$ cat config.mk
export PLATFORM = sky130hd
export DESIGN_NAME = hamming_secded_decoder_flat
export DESIGN_NICKNAME = d
export VERILOG_FILES = /design/src/rtl/hamming_secded_decoder_if.sv /design/src/rtl/hamming_secded_decoder.sv /design/src/flat_wrapper.sv
export SDC_FILE = /design/constraint.sdc
export NUM_CORES = 1
export LEC_CHECK = 0
export CELL_PAD_IN_SITES_DETAIL_PLACEMENT = 0
export CELL_PAD_IN_SITES_GLOBAL_PLACEMENT = 1
export CORE_UTILIZATION = 39
export CTS_BUF_LIST = sky130_fd_sc_hd__clkbuf_16
export DETAILED_ROUTE_END_ITERATION = 10
export HOLD_SLACK_MARGIN = 0.1
export PLACE_DENSITY = 0.83
export SYNTH_ARGS = -nofsm -noshare
export SYNTH_HDL_FRONTEND = slang
export SYNTH_SLANG_ARGS = --single-unit
$ cat constraint.sdc
create_clock -name clk -period 4 [get_ports clk]
set_clock_uncertainty 0.05 [all_clocks]
set_input_delay 1 -clock clk [delete_from_list [all_inputs] [get_ports clk]]
set_output_delay 1 -clock clk [all_outputs]
set_load 0.01 [all_outputs]
$ cat src/rtl/hamming_secded_decoder_if.sv
// Stream bundle for the SECDED decoder: received codeword in, decoded word out.
interface hamming_secded_decoder_if #(
  parameter int unsigned DATA_W = 4
);
  localparam int unsigned P     = (DATA_W <= 4)  ? 3 :
                                  (DATA_W <= 11) ? 4 :
                                  (DATA_W <= 26) ? 5 : 6;
  localparam int unsigned CW_W  = DATA_W + P + 1;
  localparam int unsigned POS_W = P;

  logic              in_valid;
  logic              in_ready;
  logic [CW_W-1:0]   in_cw;
  logic              out_valid;
  logic              out_ready;
  logic [DATA_W-1:0] out_data;
  logic [CW_W-1:0]   out_cw;
  logic              out_sec;
  logic              out_ded;
  logic [POS_W:0]    out_err_pos;

  modport slave (
    input  in_valid, in_cw, out_ready,
    output in_ready, out_valid, out_data, out_cw, out_sec, out_ded, out_err_pos
  );

  modport master (
    output in_valid, in_cw, out_ready,
    input  in_ready, out_valid, out_data, out_cw, out_sec, out_ded, out_err_pos
  );
endinterface

$ cat src/rtl/hamming_secded_decoder.sv
// Two-stage pipelined SECDED decoder (extended Hamming, overall parity in bit 0)
// with valid/ready flow control, detect-only mode and saturating error counters.
module hamming_secded_decoder #(
  parameter int unsigned DATA_W = 4,
  parameter int unsigned CNT_W  = 16
) (
  input  logic                    clk,
  input  logic                    reset,
  input  logic                    corr_en,
  input  logic                    clr_cnt,
  hamming_secded_decoder_if.slave bus,
  output logic [CNT_W-1:0]        sec_count,
  output logic [CNT_W-1:0]        ded_count
);
  localparam int unsigned P     = (DATA_W <= 4)  ? 3 :
                                  (DATA_W <= 11) ? 4 :
                                  (DATA_W <= 26) ? 5 : 6;
  localparam int unsigned CW_W  = DATA_W + P + 1;
  localparam int unsigned POS_W = P;
  localparam int unsigned EP_W  = POS_W + 1;
  localparam logic [CNT_W-1:0] CNT_MAX = '1;

  // Positions covered by syndrome bit j: every k in 1..CW_W-1 with k[j] set.
  function automatic logic [CW_W-1:0] f_syn_mask(input int unsigned j);
    logic [CW_W-1:0] m;
    m = '0;
    for (int unsigned k = 1; k < CW_W; k++) begin
      if (((k >> j) & 1) != 0) m = m | (CW_W'(1) << k);
    end
    return m;
  endfunction

  // Hamming position holding data bit i: i-th non-power-of-two position from 3 up.
  function automatic int unsigned f_data_pos(input int unsigned i);
    int unsigned n;
    int unsigned pos;
    n   = 0;
    pos = 0;
    for (int unsigned k = 3; k < CW_W; k++) begin
      if ((k & (k - 1)) != 0) begin
        if (n == i) pos = k;
        n = n + 1;
      end
    end
    return pos;
  endfunction

  logic              w_adv;
  logic [P-1:0]      w_syn;
  logic              w_par;
  logic              w_in_range;
  logic              w_sec;
  logic              w_ded;
  logic [CW_W-1:0]   w_cw;
  logic [EP_W-1:0]   w_pos;
  logic [DATA_W-1:0] w_data;
  logic              w_deliver;

  logic              r_s1_valid;
  logic [P-1:0]      r_s1_syn;
  logic              r_s1_par;
  logic [CW_W-1:0]   r_s1_cw;
  logic              r_s1_corr;

  logic              r_out_valid;
  logic [DATA_W-1:0] r_data;
  logic [CW_W-1:0]   r_cw;
  logic              r_sec;
  logic              r_ded;
  logic [EP_W-1:0]   r_pos;
  logic [CNT_W-1:0]  r_sec_cnt;
  logic [CNT_W-1:0]  r_ded_cnt;

  // Both stages move together whenever the output slot is free or being drained.
  assign w_adv        = !r_out_valid || bus.out_ready;
  assign bus.in_ready = w_adv;

  // Stage-1 syndrome and overall parity.
  for (genvar j = 0; j < P; j++) begin : g_syn
    localparam logic [CW_W-1:0] MASK = f_syn_mask(j);
    assign w_syn[j] = ^(bus.in_cw & MASK);
  end
  assign w_par = ^bus.in_cw;

  // Stage-2 classification; syndromes beyond the last position only occur in shortened codes.
  always_comb begin
    w_in_range = ({1'b0, r_s1_syn} < EP_W'(CW_W));
    w_sec      = r_s1_par && w_in_range;
    w_ded      = r_s1_par ? !w_in_range : (r_s1_syn != '0);
    w_pos      = w_sec ? {1'b0, r_s1_syn} : '0;
    w_cw       = r_s1_cw;
    if (w_sec && r_s1_corr) w_cw = r_s1_cw ^ (CW_W'(1) << r_s1_syn);
  end

  // Data is taken from the codeword exactly as it will be presented.
  for (genvar i = 0; i < DATA_W; i++) begin : g_ext
    localparam int unsigned POS = f_data_pos(i);
    assign w_data[i] = w_cw[POS];
  end

  always_ff @(posedge clk) begin
    if (!reset) begin
      r_s1_valid  <= 1'b0;
      r_s1_syn    <= '0;
      r_s1_par    <= 1'b0;
      r_s1_cw     <= '0;
      r_s1_corr   <= 1'b0;
      r_out_valid <= 1'b0;
      r_data      <= '0;
      r_cw        <= '0;
      r_sec       <= 1'b0;
      r_ded       <= 1'b0;
      r_pos       <= '0;
    end else if (w_adv) begin
      r_s1_valid  <= bus.in_valid;
      r_s1_syn    <= w_syn;
      r_s1_par    <= w_par;
      r_s1_cw     <= bus.in_cw;
      r_s1_corr   <= corr_en;
      r_out_valid <= r_s1_valid;
      r_data      <= w_data;
      r_cw        <= w_cw;
      r_sec       <= w_sec;
      r_ded       <= w_ded;
      r_pos       <= w_pos;
    end
  end

  // Counters see a word only when it is actually handed to the consumer.
  assign w_deliver = r_out_valid && bus.out_ready;

  always_ff @(posedge clk) begin
    if (!reset) begin
      r_sec_cnt <= '0;
      r_ded_cnt <= '0;
    end else if (clr_cnt) begin
      r_sec_cnt <= '0;
      r_ded_cnt <= '0;
    end else begin
      if (w_deliver && r_sec && (r_sec_cnt != CNT_MAX)) r_sec_cnt <= r_sec_cnt + 1'b1;
      if (w_deliver && r_ded && (r_ded_cnt != CNT_MAX)) r_ded_cnt <= r_ded_cnt + 1'b1;
    end
  end

  assign bus.out_valid   = r_out_valid;
  assign bus.out_data    = r_data;
  assign bus.out_cw      = r_cw;
  assign bus.out_sec     = r_sec;
  assign bus.out_ded     = r_ded;
  assign bus.out_err_pos = r_pos;
  assign sec_count       = r_sec_cnt;
  assign ded_count       = r_ded_cnt;
endmodule
$ cat src/flat_wrapper.sv
// flat-port wrapper written by rule: the top's interface ports become plain ports
module hamming_secded_decoder_flat 
#(
  parameter int unsigned DATA_W = 4,
  parameter int unsigned CNT_W  = 16
)
  (clk, reset, corr_en, clr_cnt, sec_count, ded_count, bus_in_valid, bus_in_cw, bus_out_ready, bus_in_ready, bus_out_valid, bus_out_data, bus_out_cw, bus_out_sec, bus_out_ded, bus_out_err_pos);
  hamming_secded_decoder_if #(.DATA_W(DATA_W)) bus_i ();
  input  logic clk;
  input  logic reset;
  input  logic corr_en;
  input  logic clr_cnt;
  output logic [CNT_W-1:0] sec_count;
  output logic [CNT_W-1:0] ded_count;
  input wire logic [$bits(bus_i.in_valid)-1:0] bus_in_valid;
  input wire logic [$bits(bus_i.in_cw)-1:0] bus_in_cw;
  input wire logic [$bits(bus_i.out_ready)-1:0] bus_out_ready;
  output wire logic [$bits(bus_i.in_ready)-1:0] bus_in_ready;
  output wire logic [$bits(bus_i.out_valid)-1:0] bus_out_valid;
  output wire logic [$bits(bus_i.out_data)-1:0] bus_out_data;
  output wire logic [$bits(bus_i.out_cw)-1:0] bus_out_cw;
  output wire logic [$bits(bus_i.out_sec)-1:0] bus_out_sec;
  output wire logic [$bits(bus_i.out_ded)-1:0] bus_out_ded;
  output wire logic [$bits(bus_i.out_err_pos)-1:0] bus_out_err_pos;
  assign bus_i.in_valid = bus_in_valid;
  assign bus_i.in_cw = bus_in_cw;
  assign bus_i.out_ready = bus_out_ready;
  assign bus_in_ready = bus_i.in_ready;
  assign bus_out_valid = bus_i.out_valid;
  assign bus_out_data = bus_i.out_data;
  assign bus_out_cw = bus_i.out_cw;
  assign bus_out_sec = bus_i.out_sec;
  assign bus_out_ded = bus_i.out_ded;
  assign bus_out_err_pos = bus_i.out_err_pos;
  hamming_secded_decoder #(.DATA_W(DATA_W), .CNT_W(CNT_W)) u_core (.clk(clk), .reset(reset), .corr_en(corr_en), .clr_cnt(clr_cnt), .bus(bus_i), .sec_count(sec_count), .ded_count(ded_count));
endmodule
# Yosys cells after proc, flatten, opt, wreduce, memory -nomap -nowiden
# Index checks and enable logic that the tools add are counted.
totals:
  out_inout_bits: 52
  ff_bits: 65
op_classes:
  shifts: 1
  reduce_logical: 14
  n_eq_ne: 2
  addsub: 2
  n_bitwise: 2
  mux: 3
op_table:
  columns: ["op", "count"]
  rows:
  - ["adder 16 x 1 -> 16 bit (second input constant)", 2]
  - ["!= test 16 bit (second input constant)", 2]
  - ["XOR reduction 8 bit", 4]
  - ["two-way mux 8 bit", 1]
  - ["<< shifter 1 x 3 -> 8 bit (first input constant)", 1]
  - ["bitwise XOR 8 bit", 1]
  - ["logical AND 1 bit", 6]
  - ["two-way mux 3 bit", 1]
  - ["nonzero test 3 bit", 1]
  - ["OR reduction 2 bit", 1]
  - ["logical NOT 1 bit", 1]
  - ["logical OR 1 bit", 1]
  - ["two-way mux 1 bit", 1]
  - ["inverter 1 bit", 1]

# Logic depth before layout (Yosys ltp)
# Gate-level depths: netlist of the first run.
logic_depth:
  ltp_word: 3
  mapped_depth: 7

# Worst setup path before layout of the first run
# Ideal clock, no wire load.
synth_timing:
  path_type: "in2out"
  start: "input bus_out_ready"
  end: "output bus_in_ready"
  stages: 4
  path_slack_ps: 1317
  t_arrival_ps: 1633
  required_time_ps: 2950
  path_cell_list: "nor2b_1 -> clkbuf_1 -> inv_1 -> clkbuf_1"
synth_via:
  elab_chain_len: 1
synth_lines:
  columns: ["item", "line_no", "text"]
  rows:
  - ["start: declaration", "flat_wrapper.sv:17", "input wire logic [$bits(bus_i.out_ready)-1:0] bus_out_ready;"]
  - ["logical OR 1 bit", "hamming_secded_decoder.sv:75", "assign w_adv = !r_out_valid || bus.out_ready;"]
  - ["end: declaration", "flat_wrapper.sv:18", "output wire logic [$bits(bus_i.in_ready)-1:0] bus_in_ready;"]
# Every way passes these cells.

# Final worst setup path of the first run
# Ends and elaborated chain as after synthesis.

==> metrics.yaml, run 1 <==
status: "finished, final reports clean"
rows: 31
syn_area_mm2: 0.002898
ant_nets: 0
synth_xor_area_share_pct: 4.231
p_comb_share_pct: 8.9
synth.top_cell.area_share_pct: 41.45
drv_cap: 0
slew_viol_final: 0
grt_use_total_pct: 18.99
grt_pass1_vias: 2495
synth-edff-count: 0
power.share.switching_pct: 23.62
period_needed_ns: 3.359
ioPinCount: 66
first_iter_violations: 112
tns_ns: 0
p_int_uw: 1092
synth_cell_types: 49
synth_top_family_by_area: "simple AND/OR/NAND/NOR gates"
p_leak_uw: 0.001214
synthArstFlopShare_pct: 0
syn_nets: 370
grt_antenna_before_repair: 0
routedWlPerCell_um: 13.37
fin_crit_sh_pct: 83.96
crit_path_cell_trace: "clkdlybuf4s50_1, nor2b_1, inv_1, clkdlybuf4s50_1"
power.share.sequential_pct: 45.3
dr.pass1.iters: 4
syn_to_final_growth_pct: 31.87
dieArea_mm2: 0.007779
slew_headroom_pct: 30.94
clk_path_buf_depth: 2
cts_sinks: 60
yosysWarningCount: 0
startpoint_type: "primary input"
route.vias.total: 2778
port_buffers: 64
htreeDepth: 3
critical_path_class: "in -> out"
synth-adder-area-share_pct: 0.8636
crit_path_max_fanout: 5
yosysTopAreaCell: "dfxtp_1"
path_clk_slew_ns: 0.05
cts_tree: "yes"
fin_nets: 427
wl_um: 6874
pwr-share-clk_pct: 45.8
post-cts-setup-buffers: 0
cp_data_required_time_ns: 2.95
rsz0062_at_grt: "no"
syn_inst: 354
insertion_delay_ns: 0.32
avgSynthCellArea_um2: 8.186
p_switching_uw: 337.8
die_x_um: 88.20
drive_gt1_share_pct: 5.301
pwr_density_cell_mw_per_mm2: 374.3
synthTopCellsByArea: "dfxtp_1 41%, a21oi_1 6.6%, nand2_1 5.8%"
numCtsBuffers: 9
cp_slowest_cell: "clkdlybuf4s50_1"
report.final.hold_viol_count: 0
yosys.area_share.simple_pct: 28.07
synth_compound_area_share_pct: 19.86
cts_resized: 0
place_congestion: 0.7619
avgViaCountPerCell: 5.405
core_region_area_mm2: 0.007214
grt_max_degree: 39
peakVddDrop_mv: 0.2303
regArea_mm2: 0.001201
dp_slack_ns: 0.6399
timing.critical_path.mode_cell: "clkdlybuf4s50_1"
cts_root_buf: "clkbuf_16"
dp_hpwl_um: 4694
end_kind: "output pin"
diodes: 0
tightest_slew_ns: 1.025
min_path_type: "reg -> reg"
multi_input_comb_area_mm2: 0.001560
max_stage_delay_ns: 0.57
finalSetupViolations: 0
synth_ff_type: "dfxtp_1"
grt_pass1_wl_um: 11760
die_y_um: 88.20
nFillCells: 713
synth_mux_area_share_pct: 0.6908
synth-seq-area-share_pct: 41.45
max_freq_mhz: 297.8
grt.overflow.total: 0
synth_seq_cells: 60
hold_buffers: 0
worstPathArrival_ns: 2.31
timing.final.ws_setup_ns: 0.6415
initial_core_util_pct: 40.17
drc: 0
==> cell families after synthesis <==
| logic type | count (synthesis) |
|---|---|
| multiplexers | 2 |
| flip-flops | 60 |
| buffers and inverters | 27 |
| XOR/XNOR | 14 |
| other | 1 |
| adder cells (fa/ha/maj) | 2 |
| AND/OR/NAND/NOR | 155 |
| AO/OA/AOI/OAI | 93 |
==> final cells by class <==
cell class                      count  share of cell area, %
Sequential cell                    60                  31.43
Timing Repair Buffer               67                  17.35
Clock inverter                      6                 0.6549
Clock buffer                        9                  5.894
Tap cell                           99                  3.242
Inverter                            6                 0.5894
Multi-Input combinational cell    267                  40.83
==> metal layers <==
| metal | vias up | wire length (um) | GRT usage (%) |
|---|---|---|---|
| li1 | 1424 | - | - |
| met1 | 1287 | 3184 | 23.24 |
| met2 | 60 | 3345 | 32.87 |
| met3 | 7 | 275 | 4.618 |
| met4 | 0 | 68 | 5.718 |
| met5 | - | 0 | 0 |
==> flip-flops by register name, indices dropped and copies added (netlist names), 3 cells and up <==
register                cells
u_core.bus.out_cw           8
u_core.bus.out_err_pos      3
u_core.ded_count           16
u_core.r_s1_cw              8
u_core.r_s1_syn             3
u_core.sec_count           16
==> worst max-delay path: cells and delay by family <==
family / cells / cell delay (ns)
simple gates: 1 / 0.09
buf+inv: 3 / 1.22
==> stage by stage <==
stage	total power (uW)	area, um2	std cells	hold WS, ns	util [%]
global placement	787.5	3571	499	0.3904	49.50
global route	1488	3821	514	0.4237	52.97
floorplan	732.6	2898	354	0.3822	-
CTS	1444	3821	514	0.4009	52.97
detailed placement	788.1	3571	499	0.3948	49.50
finish	1430	3821	514	0.4020	52.97
==> synth_stat cells (2+ instances only) <==
library cell	count
ha_1	2
a21oi_1	38
o31ai_1	9
xnor2_1	14
nor4_1	5
buf_2	2
and4_1	4
a311oi_1	7
nand2_1	45
o21a_1	2
dfxtp_1	60
clkbuf_1	10
a211oi_1	7
and3_1	4
or4_1	7
inv_1	5
or3_1	18
o21ai_0	21
nand3_1	15
nor2_1	22
buf_4	5
mux2i_1	2
nand4_1	13
o311ai_0	2
nor3_1	9
nand2b_1	3
==> path summary, 6_finish.rpt <==
path                          endpoint  slack (ns)                start  depth (start not counted)
setup reg to reg  u_core.ded_count[14]        1.64  u_core.ded_count[0]                          5
setup / recovery          bus_in_ready        0.64        bus_out_ready                          4
hold reg to reg      u_core.r_s1_valid        0.40    u_core.r_s1_valid                          2
hold / removal       u_core.r_s1_valid        0.40    u_core.r_s1_valid                          2
==> cell usage in the layout, fill, tap and decap left out, types with 2 or more instances in the layout <==
master / netlist / routed
or4_1: 7 / 7
xnor2_1: 14 / 14
a211oi_1: 7 / 7
o311ai_0: 2 / 2
dfxtp_1: 60 / 60
inv_1: 5 / 7
clkbuf_16: 0 / 9
clkinv_1: 0 / 2
and3_1: 4 / 4
buf_4: 5 / 3
nor3_1: 9 / 9
nor2_1: 22 / 22
ha_1: 2 / 2
and4_1: 4 / 4
nand2b_1: 3 / 3
nand4_1: 13 / 13
or3_1: 18 / 18
a21oi_1: 38 / 38
clkinv_2: 0 / 2
a311oi_1: 7 / 7
clkdlybuf4s50_1: 0 / 64
nand3_1: 15 / 15
nand2_1: 45 / 45
nor4_1: 5 / 5
o21ai_0: 21 / 21
mux2i_1: 2 / 2
o21a_1: 2 / 2
o31ai_1: 9 / 9
==> power by group through the flow <==
stage               registers [uW]  clock network, uW  logic (uW)
floorplan                      655                  0        77.7
global placement               660                  0         128
detailed placement             660                  0         128
CTS                            648                668         129
global route                   651                695         142
finish                         648                655         127
Note: power is estimated with default switching activity, not from simulation.
==> run 2: changes to the inputs <==
Settings changed: CORE_UTILIZATION 39 to 33, PLACE_DENSITY 0.83 to 0.75.
Clock period 4 ns to 3 ns, I/O delays scaled along.
==> run 2 against run 1 <==
Against the previous run:
- combinational power grew 36%
- clock-buffer cell count is the same
- sequential share of layout area shrank 0.75 points
- largest cell class unchanged
- highest routed layer unchanged
==> metrics.yaml, run 2 (synthesis results as in run 1) <==
end_kind: "output pin"  # unchanged
place_congestion: 0.7924  # was 0.7619
routedWlPerCell_um: 13.48  # was 13.37 um
hold_buffers: 0  # unchanged
post-cts-setup-buffers: 0  # unchanged
critical_path_class: "in -> out"  # unchanged
slew_headroom_pct: 32.58  # was 30.94%
grt_pass1_vias: 2393  # was 2495
path_delay_family: "buffers and inverters"  # unchanged
fin_crit_sh_pct: 91.98
grt.overflow.total: 0  # unchanged
cts_sinks: 60  # unchanged
crit_path_cell_trace: "clkdlybuf4s50_1, nor2b_1, inv_1, clkdlybuf4s50_1"  # unchanged
max_stage_delay_ns: 0.55  # was 0.57 ns
p_leak_uw: 0.001252  # was 0.001214 uW
final_cells: 525  # was 514
period_needed_ns: 2.759
port_buffers: 64  # unchanged
worstPathArrival_ns: 1.96  # was 2.31 ns
crit_start: "bus_out_ready"  # unchanged
startpoint_type: "primary input"  # unchanged
insertion_delay_ns: 0.32  # about the same
slew_viol_final: 0  # unchanged
peakVddDrop_mv: 0.2648  # was 0.2303 mV
dpl_cell_area_mm2: 0.003608  # was 0.003571 mm2
regToRegSetupSlack_ns: 0.65  # was 1.64 ns
tightest_slew_ns: 1.000  # was 1.025 ns
finalSetupViolations: 0  # unchanged
min-delay-start: "u_core.r_s1_valid"  # unchanged
die_y_um: 95.71  # was 88.20 um
cp_slowest_cell: "clkdlybuf4s50_1"  # unchanged
grt_use_total_pct: 16.21  # was 18.99%
initial_core_util_pct: 34.74  # was 40.17%
rows: 33  # was 31
timing.critical_path.mode_cell: "clkdlybuf4s50_1"  # unchanged
grt_antenna_before_repair: 0  # unchanged
grt_max_degree: 39  # unchanged
cts_tree: "yes"  # unchanged
diodes: 0  # unchanged
timing.final.ws_setup_ns: 0.2406  # was 0.6415 ns
dp_hpwl_um: 4975  # was 4694 um
fin_nets: 431  # was 427
report.final.hold_viol_count: 0  # unchanged
tns_ns: 0  # unchanged
die_x_um: 95.71  # was 88.20 um
max_freq_mhz: 362.4
rsz0062_at_grt: "no"  # unchanged
grt_pass1_wl_um: 11520  # was 11760 um
cts_root_buf: "clkbuf_16"  # unchanged
crit_path_max_fanout: 2  # was 5
ioPinCount: 66  # unchanged
cp_data_required_time_ns: 2.20  # was 2.95 ns
route.vias.total: 2794  # was 2778
avgViaCountPerCell: 5.322  # was 5.405
min_path_type: "reg -> reg"  # unchanged
pwr_density_cell_mw_per_mm2: 538.2  # was 374.3 mW/mm2
critPathBufInv: 3  # unchanged
wl_um: 7077  # was 6874 um
numCtsBuffers: 9  # unchanged
r2r_start: "u_core.ded_count[0]"  # unchanged
drv_cap: 0  # unchanged
status: "finished, final reports clean"  # unchanged
clk_path_buf_depth: 2  # unchanged
final_area_mm2: 0.003915  # was 0.003821 mm2
placed_cells: 509  # was 499
drc: 0  # unchanged
dieArea_mm2: 0.009159  # was 0.007779 mm2
post-route-util_pct: 46.94  # was 52.97%
drive_gt1_share_pct: 6.667  # was 5.301%
core_region_area_mm2: 0.008341  # was 0.007214 mm2
ant_nets: 0  # unchanged
cts_resized: 0  # unchanged
dp_slack_ns: 0.2252  # was 0.6399 ns
nFillCells: 826  # was 713
syn_to_final_growth_pct: 35.10  # was 31.87%
final_cell_mix: "64 x clkdlybuf4s50_1, 60 x dfxtp_1, 45 x nand2_1, 38 x a21oi_1, 22 x nor2_1"  # unchanged
dr.pass1.iters: 4  # unchanged
htreeDepth: 3  # unchanged
layout_commonest_cell: "clkdlybuf4s50_1"  # unchanged
first_iter_violations: 82  # was 112
path_clk_slew_ns: 0.05  # about the same
run 2: changes by cell type in the layout (fill, tap and decap cells not counted):
| cell | before | now |
|---|---|---|
| buf_4 | 3 | 7 |
| bufinv_16 | 0 | 2 |
| inv_1 | 7 | 5 |
| clkinv_1 | 2 | 3 |
run 2: stage by stage:
step	total power (uW)	hold WS, ns
2_1_floorplan	976.8	0.3822
4_1_cts	2128	0.4027
3_3_place_gp	1054	0.3900
6_report	2107	0.4047
5_1_grt	2188	0.4284
3_5_place_dp	1055	0.3948
run 2: area by class of cell:
type,count,area [um2],area share [%]
Clock inverter,7,81.33,2.077
Timing Repair Buffer,71,693.2,17.71
Clock buffer,9,225.2,5.753
Sequential cell,60,1201,30.68
Tap cell,105,131.4,3.356
Multi-Input combinational cell,267,1560,39.85
Inverter,6,22.52,0.5753
run 2: worst register-to-register path, delay by kind of cell, from the launching register on:
kind,cells,cell delay [ns]
AND/OR/NAND/NOR,1,0.20
flip-flops,1,0.43
adder cells (fa/ha/maj),1,0.25
AO/OA/AOI/OAI,3,1.35
run 2: per-layer routing:
metal | GRT usage [%] | vias to the layer above | part of all wire (%) | wire, um
met5 | 0 | - | 0 | 0
met4 | 5.970 | 0 | 0.78 | 55
met3 | 3.555 | 5 | 4.4 | 309
met2 | 25.83 | 73 | 47 | 3299
met1 | 21.46 | 1282 | 48 | 3412
li1 | - | 1434 | - | -
run 2: where the power goes:
part	switching [uW]	internal (uW)	leakage, uW
combinational	81.3	91.6	0.000611
clock	356	715	0.000152
sequential	34.1	829	0.000489
run 2: final timing paths:
path,endpoint,depth (start not counted)
max,bus_in_ready,4
max reg2reg,u_core.ded_count[3],5
min reg2reg,u_core.r_s1_valid,2
min,u_core.r_s1_valid,2
==> run 3: changes to the inputs <==
Settings changed: CAP_MARGIN set to 20, SETUP_SLACK_MARGIN set to 0.2.
==> run 3 against run 2 <==
Against the previous run:
- largest cell class unchanged
- hold slack hardly changed
- die area stayed put
- sequential cell count stayed put
- critical path depth is 2 higher
==> metrics.yaml, run 3 (synthesis results as in run 1) <==
period_needed_ns: 2.432  # was 2.759 ns
dp_hpwl_um: 4975  # unchanged
fin_nets: 431  # unchanged
r2r_start: "u_core.ded_count[0]"  # unchanged
min-delay-start: "u_core.r_s1_valid"  # unchanged
cts_sinks: 60  # unchanged
min_path_type: "reg -> reg"  # unchanged
routedWlPerCell_um: 13.44  # was 13.48 um
status: "finished, final reports clean"  # unchanged
max_stage_delay_ns: 0.51  # was 0.55 ns
finalSetupViolations: 0  # unchanged
route.vias.total: 2795  # was 2794
pwr_density_cell_mw_per_mm2: 537.0  # was 538.2 mW/mm2
htreeDepth: 3  # unchanged
grt_pass1_vias: 2393  # unchanged
clk_path_buf_depth: 2  # unchanged
peakVddDrop_mv: 0.2646  # was 0.2648 mV
report.final.hold_viol_count: 0  # unchanged
power.share.sequential_pct: 41.0  # about the same
dr.pass1.iters: 4  # unchanged
wl_um: 7056  # was 7077 um
p_leak_uw: 0.001253  # was 0.001252 uW
syn_to_final_growth_pct: 35.28  # was 35.10%
numCtsBuffers: 9  # unchanged
cp_slowest_cell: "clkdlybuf4s50_1"  # unchanged
layout_commonest_cell: "clkdlybuf4s50_1"  # unchanged
tightest_slew_ns: 1.014  # was 1.000 ns
dieArea_mm2: 0.009159  # unchanged
cp_data_required_time_ns: 3.20  # was 2.20 ns
grt_antenna_before_repair: 0  # unchanged
final_cell_mix: "63 x clkdlybuf4s50_1, 60 x dfxtp_1, 45 x nand2_1, 38 x a21oi_1, 22 x nor2_1"  # was 64 x clkdlybuf4s50_1, 60 x dfxtp_1, 45 x nand2_1, 38 x a21oi_1, 22 x nor2_1
post-cts-setup-buffers: 0  # unchanged
drc: 0  # unchanged
p_switching_uw: 469.2  # was 471.2 uW
die_x_um: 95.71  # unchanged
p_comb_share_pct: 8.2  # about the same
worstPathArrival_ns: 2.64  # was 1.96 ns
p_int_uw: 1636  # about the same
crit_start: "bus_out_ready"  # unchanged
drv_cap: 0  # unchanged
busiest_layer: "met2"  # unchanged
grt_pass1_wl_um: 11520  # unchanged
power.share.switching_pct: 22.29  # was 22.37%
crit_path_max_fanout: 8  # was 2
use_met2_pct: 25.83  # unchanged
rows: 33  # unchanged
slew_headroom_pct: 31.69  # was 32.58%
ant_nets: 0  # unchanged
pwr-share-clk_pct: 50.7  # was 50.8%
cts_tree: "yes"  # unchanged
grt.overflow.total: 0  # unchanged
ioPinCount: 66  # unchanged
first_iter_violations: 97  # was 82
grt_max_degree: 39  # unchanged
max_freq_mhz: 411.2  # was 362.4 MHz
post-route-util_pct: 47.00  # was 46.94%
rsz0062_at_grt: "no"  # unchanged
slew_viol_final: 0  # unchanged
startpoint_type: "primary input"  # unchanged
insertion_delay_ns: 0.32  # about the same
crit_path_cell_trace: "clkdlybuf4s50_1, buf_4, nand3_2, or3_1, or4_1, a21oi_1"  # was clkdlybuf4s50_1, nor2b_1, inv_1, clkdlybuf4s50_1
avgViaCountPerCell: 5.324  # was 5.322
grt_use_met3_pct: 3.555  # unchanged
path_clk_slew_ns: 0.06  # was 0.05 ns
regToRegSetupSlack_ns: 0.63  # was 0.65 ns
place_congestion: 0.7924  # unchanged
core_region_area_mm2: 0.008341  # unchanged
initial_core_util_pct: 34.74  # unchanged
drive_gt1_share_pct: 6.905  # was 6.667%
tns_ns: 0  # unchanged
die_y_um: 95.71  # unchanged
end_kind: "flip-flop"  # was output pin
grt_use_total_pct: 16.21  # unchanged
use_met1_pct: 21.46  # unchanged
fin_crit_sh_pct: 81.06  # was 91.98%
diodes: 0  # unchanged
critical_path_class: "in -> reg"  # was in -> out
cts_root_buf: "clkbuf_16"  # unchanged
port_buffers: 64  # unchanged
run 3: area by class of cell:
cell class | count | area (um2)
Clock buffer | 9 | 225.2
Clock inverter | 7 | 81.33
Fill cell | 823 | 4420
Inverter | 6 | 22.52
Multi-Input combinational cell | 267 | 1563
Sequential cell | 60 | 1201
Tap cell | 105 | 131.4
Timing Repair Buffer | 71 | 695.7
run 3: worst paths after layout:
kind / to / depth (start not counted)
max: u_core.sec_count[9] / 6
min: u_core.r_s1_valid / 2
max reg2reg: u_core.ded_count[3] / 5
min reg2reg: u_core.r_s1_valid / 2
run 3: repair_timing:
item	4_1_cts	5_1_grt
endpoints found under the hold margin	0	0
resized for setup	0	2
hold buffers	0	0
endpoints found under the setup margin	0	1
run 3: layer usage:
metal | vias up | share of wire, % | wire, um
li1 | 1433 | - | -
met1 | 1286 | 49 | 3427
met2 | 65 | 46 | 3241
met3 | 11 | 4.2 | 296
met4 | 0 | 1.3 | 89
met5 | - | 0 | 0
run 3: worst max-delay path, delay by kind of cell:
| family | cells | cell delay, ns |
|---|---|---|
| buffers and inverters | 2 | 0.65 |
| AND/OR/NAND/NOR | 3 | 1.08 |
| AO/OA/AOI/OAI | 1 | 0.15 |
run 3: metrics by stage:
step,hold WS (ns),worst slack [ns],cells,power (uW),instance area (um2)
floorplan,0.3822,0.8167,354,976.8,2898
global placement,0.3900,0.2063,509,1054,3608
detailed placement,0.3948,0.2252,509,1055,3608
CTS,0.4027,0.2136,525,2128,3915
global route,0.4284,0.3341,525,2189,3920
finish,0.4043,0.5683,525,2105,3920
run 3: power by group through the flow:
stage | clock [uW] | combinational (uW) | sequential [uW]
after floorplan | 0 | 104 | 873
after global placement | 0 | 174 | 881
after detailed placement | 0 | 174 | 881
after CTS | 1090 | 175 | 864
after global routing | 1130 | 191 | 869
final | 1070 | 173 | 864
